--- config.mk ---
export PLATFORM = sky130hd
export DESIGN_NAME = load_store_unit_flat
export DESIGN_NICKNAME = d
export VERILOG_FILES = /design/src/rtl/lsu_pkg.sv /design/src/rtl/load_store_unit_if.sv /design/src/rtl/lsu_lane_align.sv /design/src/rtl/load_store_unit.sv /design/src/flat_wrapper.sv
export SDC_FILE = /design/constraint.sdc
export NUM_CORES = 1
export LEC_CHECK = 0
export ABC_AREA = 0
export ABC_CLOCK_PERIOD_IN_PS = 1490
export BUFFER_PORTS_ARGS = -buffer_cell sky130_fd_sc_hd__clkbuf_2
export CAP_MARGIN = 10
export CORE_ASPECT_RATIO = 0.6
export CORE_MARGIN = 2
export CORE_UTILIZATION = 46
export CTS_BUF_LIST = sky130_fd_sc_hd__clkbuf_8
export DETAILED_ROUTE_END_ITERATION = 16
export PLACE_DENSITY = 0.77
export SYNTH_ARGS = -nofsm -noshare
export SYNTH_HDL_FRONTEND = slang
export SYNTH_SLANG_ARGS = --single-unit
--- constraint.sdc ---
create_clock -name clk -period 1.49 [get_ports clk]
set_input_delay 0.0745 -clock clk [delete_from_list [all_inputs] [get_ports clk]]
set_output_delay 0.0745 -clock clk [all_outputs]
set_load 0.05 [all_outputs]
--- src/rtl/lsu_pkg.sv ---
`default_nettype none
// ============================================================================
// Module   : lsu_pkg
// Purpose  : Shared definitions for the load/store unit: access-size
//            encodings, the controller state enum and the alignment check.
// Ports    : none (package)
// Revision : 1.0 - initial release
// ============================================================================
package lsu_pkg;

  // Access-size encodings carried on req_size. Code 3 is reserved and
  // behaves exactly like SIZE_WORD everywhere it is decoded.
  localparam logic [1:0] SIZE_BYTE = 2'd0;
  localparam logic [1:0] SIZE_HALF = 2'd1;
  localparam logic [1:0] SIZE_WORD = 2'd2;

  typedef enum logic [2:0] {
    IDLE   = 3'd0,
    RD     = 3'd1,
    WR     = 3'd2,
    RMW_RD = 3'd3,
    RMW_WR = 3'd4,
    RESP   = 3'd5
  } lsu_state_e;

  // A halfword must sit on an even byte, a word on a multiple of four.
  // Bytes can never be misaligned.
  function automatic logic is_misaligned(input logic [1:0] size,
                                         input logic [1:0] addr_lo);
    logic r;
    case (size)
      SIZE_BYTE: r = 1'b0;
      SIZE_HALF: r = addr_lo[0];
      default:   r = (addr_lo != 2'b00);
    endcase
    return r;
  endfunction

endpackage
`default_nettype wire

--- src/rtl/load_store_unit_if.sv ---
`default_nettype none
// ============================================================================
// Module   : load_store_unit_if
// Purpose  : Bundles the core-side request/response handshake and the
//            word-addressed data-memory bus of the load/store unit.
// Ports    : none (signals only)
//            master - environment side (core + memory): drives requests and
//                     mem_data_out, observes responses and memory strobes.
//            slave  - the load/store unit itself.
// Revision : 1.0 - initial release
// ============================================================================
interface load_store_unit_if #(
  parameter int ADDR_WIDTH = 32,
  parameter int DATA_WIDTH = 32
);

  logic                  req_valid;
  logic                  req_ready;
  logic                  req_write;
  logic [1:0]            req_size;
  logic                  req_signed;
  logic [ADDR_WIDTH-1:0] req_addr;
  logic [DATA_WIDTH-1:0] req_wdata;

  logic                  resp_valid;
  logic [DATA_WIDTH-1:0] resp_rdata;
  logic                  resp_err;

  logic [31:0]           mem_address;
  logic                  mem_write_en;
  logic                  mem_read_en;
  logic [DATA_WIDTH-1:0] mem_data_in;
  logic [DATA_WIDTH-1:0] mem_data_out;

  modport master (
    output req_valid, req_write, req_size, req_signed, req_addr, req_wdata,
    input  req_ready,
    input  resp_valid, resp_rdata, resp_err,
    input  mem_address, mem_write_en, mem_read_en, mem_data_in,
    output mem_data_out
  );

  modport slave (
    input  req_valid, req_write, req_size, req_signed, req_addr, req_wdata,
    output req_ready,
    output resp_valid, resp_rdata, resp_err,
    output mem_address, mem_write_en, mem_read_en, mem_data_in,
    input  mem_data_out
  );

endinterface
`default_nettype wire

--- src/rtl/lsu_lane_align.sv ---
`default_nettype none
// ============================================================================
// Module   : lsu_lane_align
// Purpose  : Combinational byte-lane steering for big-endian sub-word
//            accesses. Extracts and extends a load value from a memory word
//            and merges store data into the old word for read-modify-write.
// Ports    : i_word       - word read from memory (old word for stores)
//            i_offset     - byte offset within the word (addr[1:0])
//            i_size       - access size encoding (3 behaves as word)
//            i_signed     - 1 = sign-extend byte/half loads
//            i_wdata      - right-justified store data
//            o_load_value - extended load result
//            o_store_word - word to write back to memory
// Revision : 1.0 - initial release
// ============================================================================
module lsu_lane_align
  import lsu_pkg::*;
(
  input  wire logic [31:0] i_word,
  input  wire logic [1:0]  i_offset,
  input  wire logic [1:0]  i_size,
  input  wire logic        i_signed,
  input  wire logic [31:0] i_wdata,
  output logic      [31:0] o_load_value,
  output logic      [31:0] o_store_word
);

  // Big-endian lanes: byte offset 0 lives in bits [31:24], so the right
  // shift for a byte is 8*(3-offset) = {~offset, 3'b000}; a half at
  // offset 0 lives in bits [31:16].
  logic [4:0]  w_byte_shift;
  logic [4:0]  w_half_shift;
  logic [7:0]  w_byte;
  logic [15:0] w_half;
  logic [31:0] w_byte_mask;
  logic [31:0] w_half_mask;

  always_comb begin
    w_byte_shift = {~i_offset, 3'b000};
    w_half_shift = {~i_offset[1], 4'b0000};
    w_byte       = 8'(i_word >> w_byte_shift);
    w_half       = 16'(i_word >> w_half_shift);
    w_byte_mask  = 32'h0000_00FF << w_byte_shift;
    w_half_mask  = 32'h0000_FFFF << w_half_shift;

    o_load_value = i_word;
    o_store_word = i_wdata;
    case (i_size)
      SIZE_BYTE: begin
        o_load_value = {{24{i_signed & w_byte[7]}}, w_byte};
        o_store_word = (i_word & ~w_byte_mask)
                     | ({24'h0, i_wdata[7:0]} << w_byte_shift);
      end
      SIZE_HALF: begin
        o_load_value = {{16{i_signed & w_half[15]}}, w_half};
        o_store_word = (i_word & ~w_half_mask)
                     | ({16'h0, i_wdata[15:0]} << w_half_shift);
      end
      default: begin
        o_load_value = i_word;
        o_store_word = i_wdata;
      end
    endcase
  end

endmodule
`default_nettype wire

--- src/rtl/load_store_unit.sv ---
`default_nettype none
// ============================================================================
// Module   : load_store_unit
// Purpose  : Converts byte-addressed lb/lbu/lh/lhu/lw/sb/sh/sw requests into
//            whole-word accesses on a word-addressed data memory. Sub-word
//            stores use read-modify-write; misaligned requests are answered
//            with an error and never touch memory.
// Ports    : clk   - system clock, rising edge
//            reset - synchronous, active-high reset
//            bus   - load_store_unit_if.slave: request handshake
//                    (req_valid/req_ready/req_write/req_size/req_signed/
//                    req_addr/req_wdata), one-cycle response (resp_valid/
//                    resp_rdata/resp_err) and the memory bus (mem_address/
//                    mem_write_en/mem_read_en/mem_data_in/mem_data_out)
// Revision : 1.0 - initial release
// ============================================================================
module load_store_unit
  import lsu_pkg::*;
#(
  parameter int ADDR_WIDTH = 32,
  parameter int DATA_WIDTH = 32   // only 32 is supported
)(
  input wire logic         clk,
  input wire logic         reset,
  load_store_unit_if.slave bus
);

  lsu_state_e r_state;
  lsu_state_e w_next;

  logic [31:0]           r_mem_address;
  logic [1:0]            r_offset;
  logic [1:0]            r_size;
  logic                  r_signed;
  logic                  r_write;
  logic                  r_err;
  logic [DATA_WIDTH-1:0] r_wdata;
  logic [DATA_WIDTH-1:0] r_word;

  logic        w_accept;
  logic        w_misaligned;
  logic        w_subword;
  logic [31:0] w_load_value;
  logic [31:0] w_store_word;

  assign w_accept     = bus.req_valid && (r_state == IDLE);
  assign w_misaligned = is_misaligned(bus.req_size, bus.req_addr[1:0]);
  // Reserved size 3 is a full word, so only byte and half need RMW.
  assign w_subword    = (bus.req_size == SIZE_BYTE) || (bus.req_size == SIZE_HALF);

  // --------------------------------------------------------------------------
  // State and request latches
  // --------------------------------------------------------------------------
  always_ff @(posedge clk) begin
    if (reset) begin
      r_state       <= IDLE;
      r_mem_address <= 32'h0;
      r_offset      <= 2'b00;
      r_size        <= SIZE_BYTE;
      r_signed      <= 1'b0;
      r_write       <= 1'b0;
      r_err         <= 1'b0;
      r_wdata       <= '0;
      r_word        <= '0;
    end else begin
      r_state <= w_next;
      if (w_accept) begin
        r_mem_address <= 32'(bus.req_addr >> 2);
        r_offset      <= bus.req_addr[1:0];
        r_size        <= bus.req_size;
        r_signed      <= bus.req_signed;
        r_write       <= bus.req_write;
        r_err         <= w_misaligned;
        r_wdata       <= bus.req_wdata;
      end
      // mem_data_out is only meaningful while mem_read_en is high, which is
      // exactly these two states; sampling anywhere else could pick up Z.
      if ((r_state == RD) || (r_state == RMW_RD)) begin
        r_word <= bus.mem_data_out;
      end
    end
  end

  // --------------------------------------------------------------------------
  // Next-state logic
  // --------------------------------------------------------------------------
  always_comb begin
    w_next = r_state;
    case (r_state)
      IDLE: begin
        if (bus.req_valid) begin
          if (w_misaligned)       w_next = RESP;
          else if (!bus.req_write) w_next = RD;
          else if (w_subword)     w_next = RMW_RD;
          else                    w_next = WR;
        end
      end
      RD:      w_next = RESP;
      WR:      w_next = RESP;
      RMW_RD:  w_next = RMW_WR;
      RMW_WR:  w_next = RESP;
      RESP:    w_next = IDLE;
      default: w_next = IDLE;
    endcase
  end

  // --------------------------------------------------------------------------
  // Lane steering: the captured word feeds both load extraction (in RESP)
  // and the store merge (in RMW_WR). For word stores the merge simply
  // passes wdata through, so mem_data_in needs no extra mux.
  // --------------------------------------------------------------------------
  lsu_lane_align u_lane_align (
    .i_word       (r_word),
    .i_offset     (r_offset),
    .i_size       (r_size),
    .i_signed     (r_signed),
    .i_wdata      (r_wdata),
    .o_load_value (w_load_value),
    .o_store_word (w_store_word)
  );

  // --------------------------------------------------------------------------
  // Moore outputs
  // --------------------------------------------------------------------------
  assign bus.req_ready    = (r_state == IDLE);
  assign bus.resp_valid   = (r_state == RESP);
  assign bus.resp_err     = (r_state == RESP) && r_err;
  assign bus.resp_rdata   = ((r_state == RESP) && !r_err && !r_write) ? w_load_value : '0;
  assign bus.mem_read_en  = (r_state == RD) || (r_state == RMW_RD);
  assign bus.mem_write_en = (r_state == WR) || (r_state == RMW_WR);
  assign bus.mem_address  = r_mem_address;
  assign bus.mem_data_in  = w_store_word;

endmodule
`default_nettype wire

--- src/flat_wrapper.sv ---
// flat-port wrapper written by rule: the top's interface ports become plain ports
module load_store_unit_flat import lsu_pkg::*;
#(
  parameter int ADDR_WIDTH = 32,
  parameter int DATA_WIDTH = 32                          
)
  (clk, reset, bus_req_valid, bus_req_write, bus_req_size, bus_req_signed, bus_req_addr, bus_req_wdata, bus_req_ready, bus_resp_valid, bus_resp_rdata, bus_resp_err, bus_mem_address, bus_mem_write_en, bus_mem_read_en, bus_mem_data_in, bus_mem_data_out);
  load_store_unit_if #(.ADDR_WIDTH(ADDR_WIDTH), .DATA_WIDTH(DATA_WIDTH)) bus_i ();
  input wire logic clk;
  input wire logic reset;
  input wire logic [$bits(bus_i.req_valid)-1:0] bus_req_valid;
  input wire logic [$bits(bus_i.req_write)-1:0] bus_req_write;
  input wire logic [$bits(bus_i.req_size)-1:0] bus_req_size;
  input wire logic [$bits(bus_i.req_signed)-1:0] bus_req_signed;
  input wire logic [$bits(bus_i.req_addr)-1:0] bus_req_addr;
  input wire logic [$bits(bus_i.req_wdata)-1:0] bus_req_wdata;
  output wire logic [$bits(bus_i.req_ready)-1:0] bus_req_ready;
  output wire logic [$bits(bus_i.resp_valid)-1:0] bus_resp_valid;
  output wire logic [$bits(bus_i.resp_rdata)-1:0] bus_resp_rdata;
  output wire logic [$bits(bus_i.resp_err)-1:0] bus_resp_err;
  output wire logic [$bits(bus_i.mem_address)-1:0] bus_mem_address;
  output wire logic [$bits(bus_i.mem_write_en)-1:0] bus_mem_write_en;
  output wire logic [$bits(bus_i.mem_read_en)-1:0] bus_mem_read_en;
  output wire logic [$bits(bus_i.mem_data_in)-1:0] bus_mem_data_in;
  input wire logic [$bits(bus_i.mem_data_out)-1:0] bus_mem_data_out;
  assign bus_i.req_valid = bus_req_valid;
  assign bus_i.req_write = bus_req_write;
  assign bus_i.req_size = bus_req_size;
  assign bus_i.req_signed = bus_req_signed;
  assign bus_i.req_addr = bus_req_addr;
  assign bus_i.req_wdata = bus_req_wdata;
  assign bus_req_ready = bus_i.req_ready;
  assign bus_resp_valid = bus_i.resp_valid;
  assign bus_resp_rdata = bus_i.resp_rdata;
  assign bus_resp_err = bus_i.resp_err;
  assign bus_mem_address = bus_i.mem_address;
  assign bus_mem_write_en = bus_i.mem_write_en;
  assign bus_mem_read_en = bus_i.mem_read_en;
  assign bus_mem_data_in = bus_i.mem_data_in;
  assign bus_i.mem_data_out = bus_mem_data_out;
  load_store_unit #(.ADDR_WIDTH(ADDR_WIDTH), .DATA_WIDTH(DATA_WIDTH)) u_core (.clk(clk), .reset(reset), .bus(bus_i));
endmodule
==> results.sh, run 1 <==
export IMPL_synth_top_cell_area_share_pct=40.2
export IMPL_start_util_pct=48.1
export IMPL_syn_area_mm2=0.00518
export IMPL_hpwlAfterDp_um=16300
export IMPL_synth_area_leaders="dfxtp_1 (40%), nand2_1 (19%), a21oi_1 (11%)"
export IMPL_lastStage="global routing (5_1_grt)"
export IMPL_placed_cells=1086
export IMPL_syn_inst=718
export IMPL_synthArstFlopShare_pct=0
export IMPL_syn_avg_cell_area_um2=7.22
export IMPL_yosys_area_top_type="dfxtp_1"
export IMPL_die_x_um=141
export IMPL_error_line="[ERROR DPL-0038] Utilization greater than 100%, impossible to legalize"
export IMPL_yosysUniqueCellTypes=46
export IMPL_grt_max_degree=55
export IMPL_io_pin_count=204
export IMPL_gp_congestion=0.986
export IMPL_clockBufferDepth=2
export IMPL_synth_edf_count=0
export IMPL_clockRootBuffer="clkbuf_8"
export IMPL_yosysWarnings=0
export IMPL_clkSinkCount=104
export IMPL_seq_area_frac_synth_pct=40.2
export IMPL_worst_ep_kind="primary output"
export IMPL_fp_row_count=29
export IMPL_h_tree_depth=3
export IMPL_yosys_most_used_dff="dfxtp_1"
export IMPL_ys_seq_elements=104
export IMPL_cts_buffers=9
export IMPL_die_h_um=86.2
export IMPL_port_buffers=201
export IMPL_status="stopped before the end"
export IMPL_postGrtWorstEndpoint="bus_resp_rdata[14]"
export IMPL_placed_area_mm2=0.00784
## per-stage QoR
step           worst slack (ns)  utilization (%)  TNS [ns]
3_3_place_gp             -0.311             72.8    -13.10
4_1_cts                  -0.655             96.0    -33.63
2_1_floorplan            -0.353                -    -17.60
3_5_place_dp             -0.352             72.8    -14.89
## cells in the mapped netlist (all sizes together) (4+ instances only)
library cell    n
a31oi           4
mux2i          12
o221a           4
o21ai          35
o22ai           7
a21oi         122
a22oi           9
nor3            5
dfxtp         104
a221oi          6
nor2           14
a211oi          6
mux2           11
inv            24
nand2         259
o22a            4
a22o            7
mux4            4
clkbuf         45
buf            15
## cell families after synthesis
logic type,count (synthesis),synth area share [%]
AOI/OAI and AO/OA,213,24.8
xor gates and xnor gates,1,0.169
buffers and inverters,84,6.59
DFF,104,40.2
muxes,27,6.45
other,1,0.0724
and+or+nand+nor,288,21.7
## timing repair
item	4_1_cts
resized for setup	215
endpoints found under the setup margin	68
setup buffers	21
hold buffers	100
hold endpoints to repair	102
cloned	6
pin swaps	31
==> inputs of run 2 (changes only) <==
ABC_CLOCK_PERIOD_IN_PS = 1900   (was 1490)
CORE_ASPECT_RATIO = unset   (was 0.6)
CORE_UTILIZATION = 40   (was 46)
CTS_BUF_LIST = unset   (was sky130_fd_sc_hd__clkbuf_8)
PLACE_DENSITY = unset   (was 0.77)
PLACE_DENSITY_LB_ADDON = 0.15   (was unset)
clock period = 1.9 ns   (was 1.49 ns; I/O delays follow)
==> run 2 against run 1 <==
  * The flow now finishes, with violations (negative setup slack)
  * Area after synthesis unchanged
  * Synthesized cell count unchanged
==> results.sh, run 2 <==
export IMPL_hold_depth=3
export IMPL_violations="negative setup slack"
export IMPL_reg2regPathDepth=6
export IMPL_nNetsFinal=1128
export IMPL_switchingPower_uw=2630
export IMPL_timing_fmax_mhz=466
export IMPL_fin_ws_ns=-0.245
export IMPL_swShare_pct=37.0
export IMPL_final_common_cell="nand2_1"
export IMPL_area_delta_synth_final_pct=83.8
export IMPL_placed_cells=1075
export IMPL_period_share_pct=113
export IMPL_min_path_type="input port to flip-flop"
export IMPL_rsz0062_at_grt="yes"
export IMPL_final_cell_area_mm2=0.00952
export IMPL_cts_buffers=9
export IMPL_io_pin_count=204
export IMPL_clk_pin_slew_ns=0.08
export IMPL_setup_violations=56
export IMPL_drc=0
export IMPL_cp_max_fo=7
export IMPL_syn_inst=718
export IMPL_ir_drop_mv=0.654
export IMPL_grt_pass1_vias=6378
export IMPL_p_clk_share_pct=26.5
export IMPL_critical_path_top_delay_family="compound AO/OA/AOI/OAI gates"
export IMPL_clockRootBuffer="clkbuf_16"
export IMPL_pre_cts_ws_ns=0.00842
export IMPL_tightest_slew_ns=0.791
export IMPL_grtUsageTotal_pct=30.2
export IMPL_drive_above_1_share_pct=38.5
export IMPL_cp_required_ns=1.80
export IMPL_post_drt_wl_per_cell_um=18.5
export IMPL_synth_top_cell_area_share_pct=40.2
export IMPL_clockBufferDepth=2
export IMPL_critical_path_class="flip-flop to output pin"
export IMPL_slew_headroom_pct=47.3
export IMPL_gp_congestion=0.968
export IMPL_synthTopCellsByCount="nand2_1 (259), a21oi_1 (112), dfxtp_1 (104)"
export IMPL_dr_pass1_iters=5
export IMPL_die_x_um=118
export IMPL_core_area_mm2=0.0126
export IMPL_comb_power_share_pct=37.5
export IMPL_yosysWarnings=0
export IMPL_syn_area_mm2=0.00518
export IMPL_insertion_delay_ns=0.36
export IMPL_synth_area_leaders="dfxtp_1 (40%), nand2_1 (19%), a21oi_1 (11%)"
export IMPL_setup_tns_ns=-7.75
export IMPL_syn_avg_cell_area_um2=7.22
export IMPL_grt_max_degree=74
export IMPL_grt_first_pass_wirelength_um=33500
export IMPL_fin_util_pct=75.5
export IMPL_cpPeakStageDelay_ns=0.42
export IMPL_antenna_found_initial=1
export IMPL_finalWirelength_um=22200
export IMPL_synth_edf_count=0
export IMPL_yosysUniqueCellTypes=46
export IMPL_h_tree_depth=3
export IMPL_cp_slowest_cell="a211o_4"
export IMPL_seq_area_frac_synth_pct=40.2
export IMPL_antenna_left=0
export IMPL_vias=6500
export IMPL_cts_tree="yes"
export IMPL_status="finished, violations left"
export IMPL_fp_row_count=41
export IMPL_die_area_mm2=0.0139
export IMPL_hpwlAfterDp_um=13800
export IMPL_p_int_uw=4490
export IMPL_final_cells=1203
export IMPL_critPathLaunchType="flip-flop"
export IMPL_start_util_pct=41.1
export IMPL_placed_area_mm2=0.00723
export IMPL_pwr_share_seq_pct=36.0
export IMPL_clkSinkCount=104
export IMPL_ys_seq_elements=104
export IMPL_grt_overflow_total=0
export IMPL_cap_violations=0
export IMPL_power_density_mw_per_mm2=747
export IMPL_p_leak_uw=0.00383
export IMPL_fin_worst_skew_ns=0.00781
export IMPL_path_cells="buf_6 -> nor2_4 -> a32oi_2 -> a211o_4 -> buf_4 -> a21oi_4 -> buf_12"
export IMPL_min_period_ns=2.15
export IMPL_yosysMostFrequentCell="nand2_1"
export IMPL_final_hold_violation_count=0
export IMPL_yosys_area_top_type="dfxtp_1"
export IMPL_drt_iter0_drc=608
export IMPL_synthArstFlopShare_pct=0
export IMPL_critPathArrivalTime_ns=2.05
export IMPL_path_buf_inv=3
export IMPL_mostFrequentLayoutCells="nand2_1 (255), clkbuf_2 (136), a21oi_1 (106), dfxtp_1 (98), dlygate4sd3_1 (95)"
export IMPL_port_buffers=201
export IMPL_timing_final_max_slew_violations=0
export IMPL_cp_num_cells=7
export IMPL_die_h_um=118
export IMPL_via_per_inst=5.40
export IMPL_yosys_most_used_dff="dfxtp_1"
export IMPL_end_kind="output pin"
-- run 2: cell counts after synthesis --
No cell type changed its count.
-- run 2: cells by family (layout without fill, tap and decap cells) --
| group | after synthesis | after routing | synth area share, % |
|---|---|---|---|
| buffers and inverters | 84 | 394 | 6.59 |
| muxes | 27 | 27 | 6.45 |
| and+or+nand+nor | 288 | 288 | 21.7 |
| AOI/OAI and AO/OA | 213 | 214 | 24.8 |
| other | 1 | 3 | 0.0724 |
| xor gates and xnor gates | 1 | 1 | 0.169 |
| DFF | 104 | 104 | 40.2 |
-- run 2: worst paths after layout --
kind | slack, ns | to | startpoint
worst min register to register | 0.46 | u_core.bus.mem_address[15] | u_core.bus.mem_address[15]
worst max-delay path | -0.25 | bus_resp_rdata[19] | u_core.r_size[0]
worst min-delay path | 0.005 | u_core.r_offset[1] | bus_req_addr[1]
worst max register to register | 0.24 | u_core.bus.mem_address[7] | u_core.r_state[0]
-- run 2: cell type report --
| type | instances | area [um^2] |
|---|---|---|
| multi-input cells | 532 | 3470 |
| repair buffers | 354 | 3340 |
| fillers | 871 | 3100 |
| flip-flops and latches | 104 | 2100 |
| clock buffers | 12 | 236 |
| well taps | 172 | 215 |
| inverters | 24 | 103 |
| clock inverters | 4 | 53.8 |
| diodes | 1 | 2.50 |
-- run 2: repair_timing --
item | CTS | global route
resized for setup | 121 | 123
pin swaps | 16 | 20
hold endpoints to repair | 95 | 0
cloned | 2 | 2
buffers inserted | 8 | 5
setup endpoints to repair | 64 | 64
hold buffers | 95 | 0
-- run 2: power groups by stage --
| stage | logic (uW) | clock network, uW | registers (uW) |
|---|---|---|---|
| after floorplan | 1210 | 0 | 2660 |
| after global placement | 2060 | 0 | 2560 |
| after detailed placement | 2090 | 0 | 2560 |
| after CTS | 2430 | 1910 | 2530 |
| after global routing | 2800 | 2000 | 2570 |
| final | 2670 | 1890 | 2560 |
-- run 2: metrics by stage --
stage	hold slack, ns	power [uW]
floorplan	0.231	3870
global placement	0.317	4620
detailed placement	0.325	4650
CTS	0.00363	6870
global route	0.0127	7370
finish	0.00504	7120
-- run 2: layer usage --
metal  up-vias  GRT usage (%)  routed length (um)
met4         0           16.7                 945
li1       3047              -                   -
met3        62           5.67                1480
met2       314           50.6               11000
met1      3077           36.5                8750
met5         -              0                   0
-- run 2: worst register-to-register path, delay by kind of cell, from the launching register on --
kind,cells,cell delay [ns]
AOI/OAI and AO/OA,1,0.18
and+or+nand+nor,3,0.67
DFF,1,0.31
buffers and inverters,2,0.41
Note: power is estimated with default switching activity, not from simulation.
==> inputs of run 3 (changes only) <==
--- a/config.mk
+++ b/config.mk
@@ -13,5 +13,7 @@
 export CORE_UTILIZATION = 40
 export DETAILED_ROUTE_END_ITERATION = 16
+export GPL_TIMING_DRIVEN = 0
 export PLACE_DENSITY_LB_ADDON = 0.15
+export SLEW_MARGIN = 10
 export SYNTH_ARGS = -nofsm -noshare
 export SYNTH_HDL_FRONTEND = slang
==> constraint.sdc (replaced) <==
create_clock -name clk -period 1.9 [get_ports clk]
set_input_delay 0.19 -clock clk [delete_from_list [all_inputs] [get_ports clk]]
set_output_delay 0.19 -clock clk [all_outputs]
set_load 0.05 [all_outputs]
==> run 3 against run 2 <==
  * The flow still finishes with violations (negative setup slack)
  * Core utilization is 4.7 points lower
  * Sequential cell count stayed put
  * Final cell count is 5.1% lower
  * Via count is 1.7% lower
  * Register-to-register slack worse by 0.36 ns
  * Combinational power hardly changed
  * Largest power group unchanged
==> results.sh, run 3 (synthesized netlist as in run 2, its figures left out) <==
export IMPL_die_x_um=118
export IMPL_setup_violations=76
export IMPL_clk_pin_slew_ns=0.08
export IMPL_cts_buffers=9
export IMPL_die_h_um=118
export IMPL_tightest_slew_ns=0.811
export IMPL_placed_area_mm2=0.00670
export IMPL_violations="negative setup slack"
export IMPL_io_pin_count=204
export IMPL_path_cells="nand3b_1 -> or3_4 -> buf_6 -> a211oi_2 -> o22a_2 -> clkbuf_8"
export IMPL_core_area_mm2=0.0126
export IMPL_antenna_found_initial=0
export IMPL_cpPeakStageDelay_ns=0.38
export IMPL_final_cell_area_mm2=0.00893
export IMPL_nNetsFinal=1068
export IMPL_period_share_pct=122
export IMPL_grt_pass1_vias=5909
export IMPL_final_common_cell="nand2_1"
export IMPL_rsz0062_at_grt="yes"
export IMPL_mostFrequentLayoutCells="nand2_1 (256), clkbuf_2 (147), a21oi_1 (105), dfxtp_1 (94), buf_8 (62)"
export IMPL_start_util_pct=41.1
export IMPL_timing_final_max_slew_violations=0
export IMPL_timing_fmax_mhz=432
export IMPL_area_delta_synth_final_pct=72.3
export IMPL_fillCellCount=961
export IMPL_r2r_start="u_core.r_state[1]"
export IMPL_placed_cells=1091
export IMPL_gp_congestion=0.943
export IMPL_min_period_ns=2.31
export IMPL_grtUsageTotal_pct=30.1
export IMPL_die_area_mm2=0.0139
export IMPL_reg2regPathDepth=9
export IMPL_hold_start="bus_req_wdata[20]"
export IMPL_num_antenna_cells=0
export IMPL_fin_ws_ns=-0.413
export IMPL_power_density_mw_per_mm2=788
export IMPL_antenna_left=0
export IMPL_hold_depth=3
export IMPL_critPathLaunchType="flip-flop"
export IMPL_grt_overflow_total=0
export IMPL_regArea_mm2=0.00211
export IMPL_h_tree_depth=3
export IMPL_p_leak_uw=0.00357
export IMPL_grt_max_degree=18
export IMPL_status="finished, violations left"
export IMPL_min_to="u_core.r_wdata[20]"
export IMPL_pre_cts_ws_ns=-0.568
export IMPL_final_hold_violation_count=0
export IMPL_cts_tree="yes"
export IMPL_critical_path_top_delay_family="simple AND/OR/NAND/NOR gates"
export IMPL_post_drt_wl_per_cell_um=20.2
export IMPL_hpwlAfterDp_um=14300
export IMPL_clkSinkCount=104
export IMPL_ir_drop_mv=0.659
export IMPL_r2r_slack_ns=-0.12
export IMPL_drt_iter0_drc=536
export IMPL_final_cells=1142
export IMPL_dr_pass1_iters=5
export IMPL_clockRootBuffer="clkbuf_16"
export IMPL_drc=0
export IMPL_r2r_end="u_core.bus.mem_address[22]"
export IMPL_cp_required_ns=1.71
export IMPL_critPathArrivalTime_ns=2.12
export IMPL_vias=6391
export IMPL_cts_hold_buf=0
export IMPL_insertion_delay_ns=0.36
export IMPL_end_kind="output pin"
export IMPL_slew_headroom_pct=46.0
export IMPL_cp_max_fo=10
export IMPL_port_buffers=200
export IMPL_fin_worst_skew_ns=0.00998
export IMPL_via_per_inst=5.60
export IMPL_fp_row_count=41
export IMPL_critical_path_class="flip-flop to output pin"
export IMPL_cap_violations=0
export IMPL_path_buf_inv=2
export IMPL_grt_first_pass_wirelength_um=32500
export IMPL_clockBufferDepth=2
export IMPL_multi_input_area_mm2=0.00358
export IMPL_finalWirelength_um=23000
export IMPL_cp_slowest_cell="or3_4"
export IMPL_min_path_type="input port to flip-flop"
export IMPL_drive_above_1_share_pct=43.9
[run 3: cell types whose count changed in the layout (fill, tap and decap cells not counted), moves of 7 or more]
cell / before / now
dlygate4sd3_1: 95 / 0
buf_8: 30 / 62
buf_12: 36 / 10
clkbuf_1: 3 / 19
buf_4: 35 / 20
clkbuf_2: 136 / 147
clkbuf_16: 11 / 18
o21ai_4: 0 / 7
[run 3: metrics by stage]
step / TNS, ns / total power [uW] / util (%) / hold slack [ns]
CTS: -15.87 / 6730 / 67.1 / 0.0338
finish: -17.57 / 7040 / 70.7 / 0.0431
floorplan: -7.78 / 3890 / - / 0.325
global route: -23.09 / 7260 / 70.7 / 0.0390
global placement: -20.84 / 4450 / 53.1 / 0.415
detailed placement: -21.04 / 4460 / 53.1 / 0.418
[run 3: cell type report]
class                           instances  area share, %
Multi-Input combinational cell        531           40.2
Timing Repair Buffer                  239           24.2
Sequential cell                       104           23.6
Buffer                                 56           5.26
Clock buffer                           11           2.72
Tap cell                              172           2.41
Inverter                               24           1.18
Clock inverter                          5          0.463
[run 3: metal layers]
metal  GRT usage [%]  share of wire, %  wire (um)
met5               0                 0          0
met4            13.4               6.6       1510
met2            50.8                47      10700
met1            36.2                37       8460
met3            7.32                10       2320
[run 3: worst max-delay path by stage]
stage / start / end / depth (start not counted)
after detailed placement: u_core.r_size[0] / bus_mem_data_in[12] / 7
after global routing: u_core.r_word[31] / bus_resp_rdata[26] / 6
after CTS: u_core.r_state[1] / bus_resp_rdata[17] / 6
final: u_core.r_state[1] / bus_resp_rdata[9] / 6
after floorplan: u_core.r_state[1] / bus_resp_rdata[23] / 6
after global placement: u_core.r_size[0] / bus_mem_data_in[12] / 7
[run 3: where the power goes]
group | total [uW] | switching [uW] | internal (uW)
registers | 2580 | 227 | 2350
logic | 2660 | 1620 | 1050
clock network | 1800 | 865 | 937
total | 7040 | 2710 | 4330
[run 3: worst min-delay path: stages]
cell and delay (ns):
clkbuf_2 0.08, nand2_1 0.05, a21oi_1 0.05
[run 3: what timing repair did]
action                     CTS  global route
setup buffers               22            12
resized for setup          291           132
setup endpoints to repair   66           114
cloned                       4             3
pin swaps                   16            32
==> inputs of run 4 (changes only) <==
BUFFER_PORTS_ARGS = -buffer_cell sky130_fd_sc_hd__buf_2   (was -buffer_cell sky130_fd_sc_hd__clkbuf_2)
==> run 4 against run 3 <==
  * The flow still finishes with violations (negative setup slack)
  * Sequential cell count did not move
  * Die area did not move
  * Register-to-register slack improved by 0.19 ns
  * Core utilization fell by 2.7 points
  * Non-clock buffer count fell by 3
  * Total power fell by 0.87%
  * Hold slack improved by 0.021 ns
  * Clock skew fell by 0.0033 ns
  * Combinational power fell by 6%
  * Count of clock-buffer cells in the layout fell by 1
  * Critical path depth did not move
  * Largest cell class unchanged
  * Highest routed layer unchanged
==> results.sh, run 4 (synthesized netlist as in run 2, its figures left out) <==
export IMPL_status="finished, violations left"
export IMPL_violations="negative setup slack"
export IMPL_total_power_uw=6980
export IMPL_setup_violations=64
export IMPL_post_drt_wl_per_cell_um=19.3
export IMPL_hpwlAfterDp_um=14400
export IMPL_grt_most_used_layer="met2"
export IMPL_die_h_um=118
export IMPL_path_cells="mux2_2 -> a32oi_1 -> a211o_4 -> buf_16 -> a21oi_4 -> buf_6"
export IMPL_drc=0
export IMPL_io_pin_count=204
export IMPL_start_util_pct=41.1
export IMPL_die_x_um=118
export IMPL_clkSinkCount=104
export IMPL_slew_headroom_pct=60.7
export IMPL_path_buf_inv=2
export IMPL_core_area_mm2=0.0126
export IMPL_nNetsFinal=1065
export IMPL_clk_pin_slew_ns=0.07
export IMPL_multi_input_area_mm2=0.00358
export IMPL_drive_above_1_share_pct=43.6
export IMPL_final_common_cell="nand2_1"
export IMPL_critical_path_top_delay_family="compound AO/OA/AOI/OAI gates"
export IMPL_grt_first_pass_wirelength_um=31600
export IMPL_via_per_inst=5.52
export IMPL_cts_hold_buf=0
export IMPL_port_buffers=200
export IMPL_period_share_pct=124
export IMPL_timing_final_max_slew_violations=0
export IMPL_num_antenna_cells=0
export IMPL_p_leak_uw=0.00345
export IMPL_mostFrequentLayoutCells="nand2_1 (251), buf_2 (138), a21oi_1 (105), dfxtp_1 (96), buf_6 (65)"
export IMPL_finalWirelength_um=21900
export IMPL_clockBufferDepth=2
export IMPL_ir_drop_mv=0.683
export IMPL_globalRouteMet2Util_pct=47.6
export IMPL_area_delta_synth_final_pct=65.7
export IMPL_dr_pass1_iters=5
export IMPL_met3_usage_pct=8.09
export IMPL_cp_slowest_cell="dfxtp_1"
export IMPL_antenna_left=0
export IMPL_met1_usage_pct=34.5
export IMPL_grt_max_degree=17
export IMPL_antenna_found_initial=0
export IMPL_tightest_slew_ns=0.590
export IMPL_vias=6272
export IMPL_critical_path_class="flip-flop to output pin"
export IMPL_insertion_delay_ns=0.36
export IMPL_min_path_type="input port to flip-flop"
export IMPL_cpPeakStageDelay_ns=0.46
export IMPL_cp_max_fo=5
export IMPL_cap_violations=0
export IMPL_holdWs_ns=0.0642
export IMPL_grt_pass1_vias=5924
export IMPL_die_area_mm2=0.0139
export IMPL_critPathLaunchType="flip-flop"
export IMPL_fin_worst_skew_ns=0.00672
export IMPL_fin_ws_ns=-0.463
export IMPL_end_kind="output pin"
export IMPL_clockRootBuffer="clkbuf_16"
export IMPL_rsz0062_at_grt="yes"
export IMPL_placed_area_mm2=0.00670
export IMPL_fillCellCount=1041
export IMPL_min_period_ns=2.36
export IMPL_drt_iter0_drc=521
export IMPL_critPathArrivalTime_ns=2.17
export IMPL_gp_congestion=0.943
export IMPL_cts_tree="yes"
export IMPL_final_hold_violation_count=0
export IMPL_cp_required_ns=1.71
export IMPL_h_tree_depth=3
export IMPL_final_cells=1137
export IMPL_power_density_mw_per_mm2=813
export IMPL_grtUsageTotal_pct=28.9
export IMPL_fp_row_count=41
export IMPL_regArea_mm2=0.00211
export IMPL_final_cell_area_mm2=0.00858
export IMPL_timing_fmax_mhz=423
export IMPL_placed_cells=1091
export IMPL_cts_buffers=9
export IMPL_grt_overflow_total=0
## run 4: worst min-delay path, cell delays in order
cell     delay, ns
buf_2         0.09
nand2_1       0.04
a21oi_1       0.05
## run 4: cell type report
type | count | share of cell area [%]
timing repair buffer | 238 | 22.3
multi-input combinational | 531 | 41.7
clock buffer | 10 | 2.78
buffer | 54 | 4.24
inverter | 24 | 1.25
sequential | 104 | 24.5
clock inverter | 4 | 0.641
tap | 172 | 2.51
## run 4: stage by stage
step	TNS, ns	setup slack [ns]	utilization, %
2_1_floorplan	-7.78	-0.199	-
3_3_place_gp	-19.28	-0.495	53.1
3_5_place_dp	-20.04	-0.510	53.1
4_1_cts	-15.58	-0.443	63.9
5_1_grt	-20.09	-0.505	68.0
6_report	-16.64	-0.463	68.0
## run 4: final timing paths
check	from	to	slack [ns]	cells past startpoint
setup / recovery	u_core.r_word[7]	bus_resp_rdata[25]	-0.46	6
hold / removal	bus_req_addr[22]	u_core.bus.mem_address[20]	0.06	3
setup reg to reg	u_core.r_state[1]	u_core.r_err	0.07	8
hold reg to reg	u_core.bus.mem_address[4]	u_core.bus.mem_address[4]	0.45	2
## run 4: routing by layer
metal | share of wire (%) | up-vias
met5 | 0 | -
met2 | 48 | 396
li1 | - | 2910
met1 | 37 | 2888
met4 | 5.3 | 0
met3 | 9.4 | 78
## run 4: what timing repair did
| action | in CTS | in global routing |
|---|---|---|
| gates cloned | 1 | 2 |
| endpoints found under the setup margin | 66 | 119 |
| pin swaps | 16 | 31 |
| setup buffers | 20 | 16 |
| resized for setup | 257 | 105 |
## run 4: where the power goes
part | switching, uW | total, uW | leakage (uW) | internal [uW]
clock | 848 | 1900 | 0.000141 | 1050
combinational | 1570 | 2510 | 0.00245 | 945
sequential | 218 | 2570 | 0.000855 | 2350
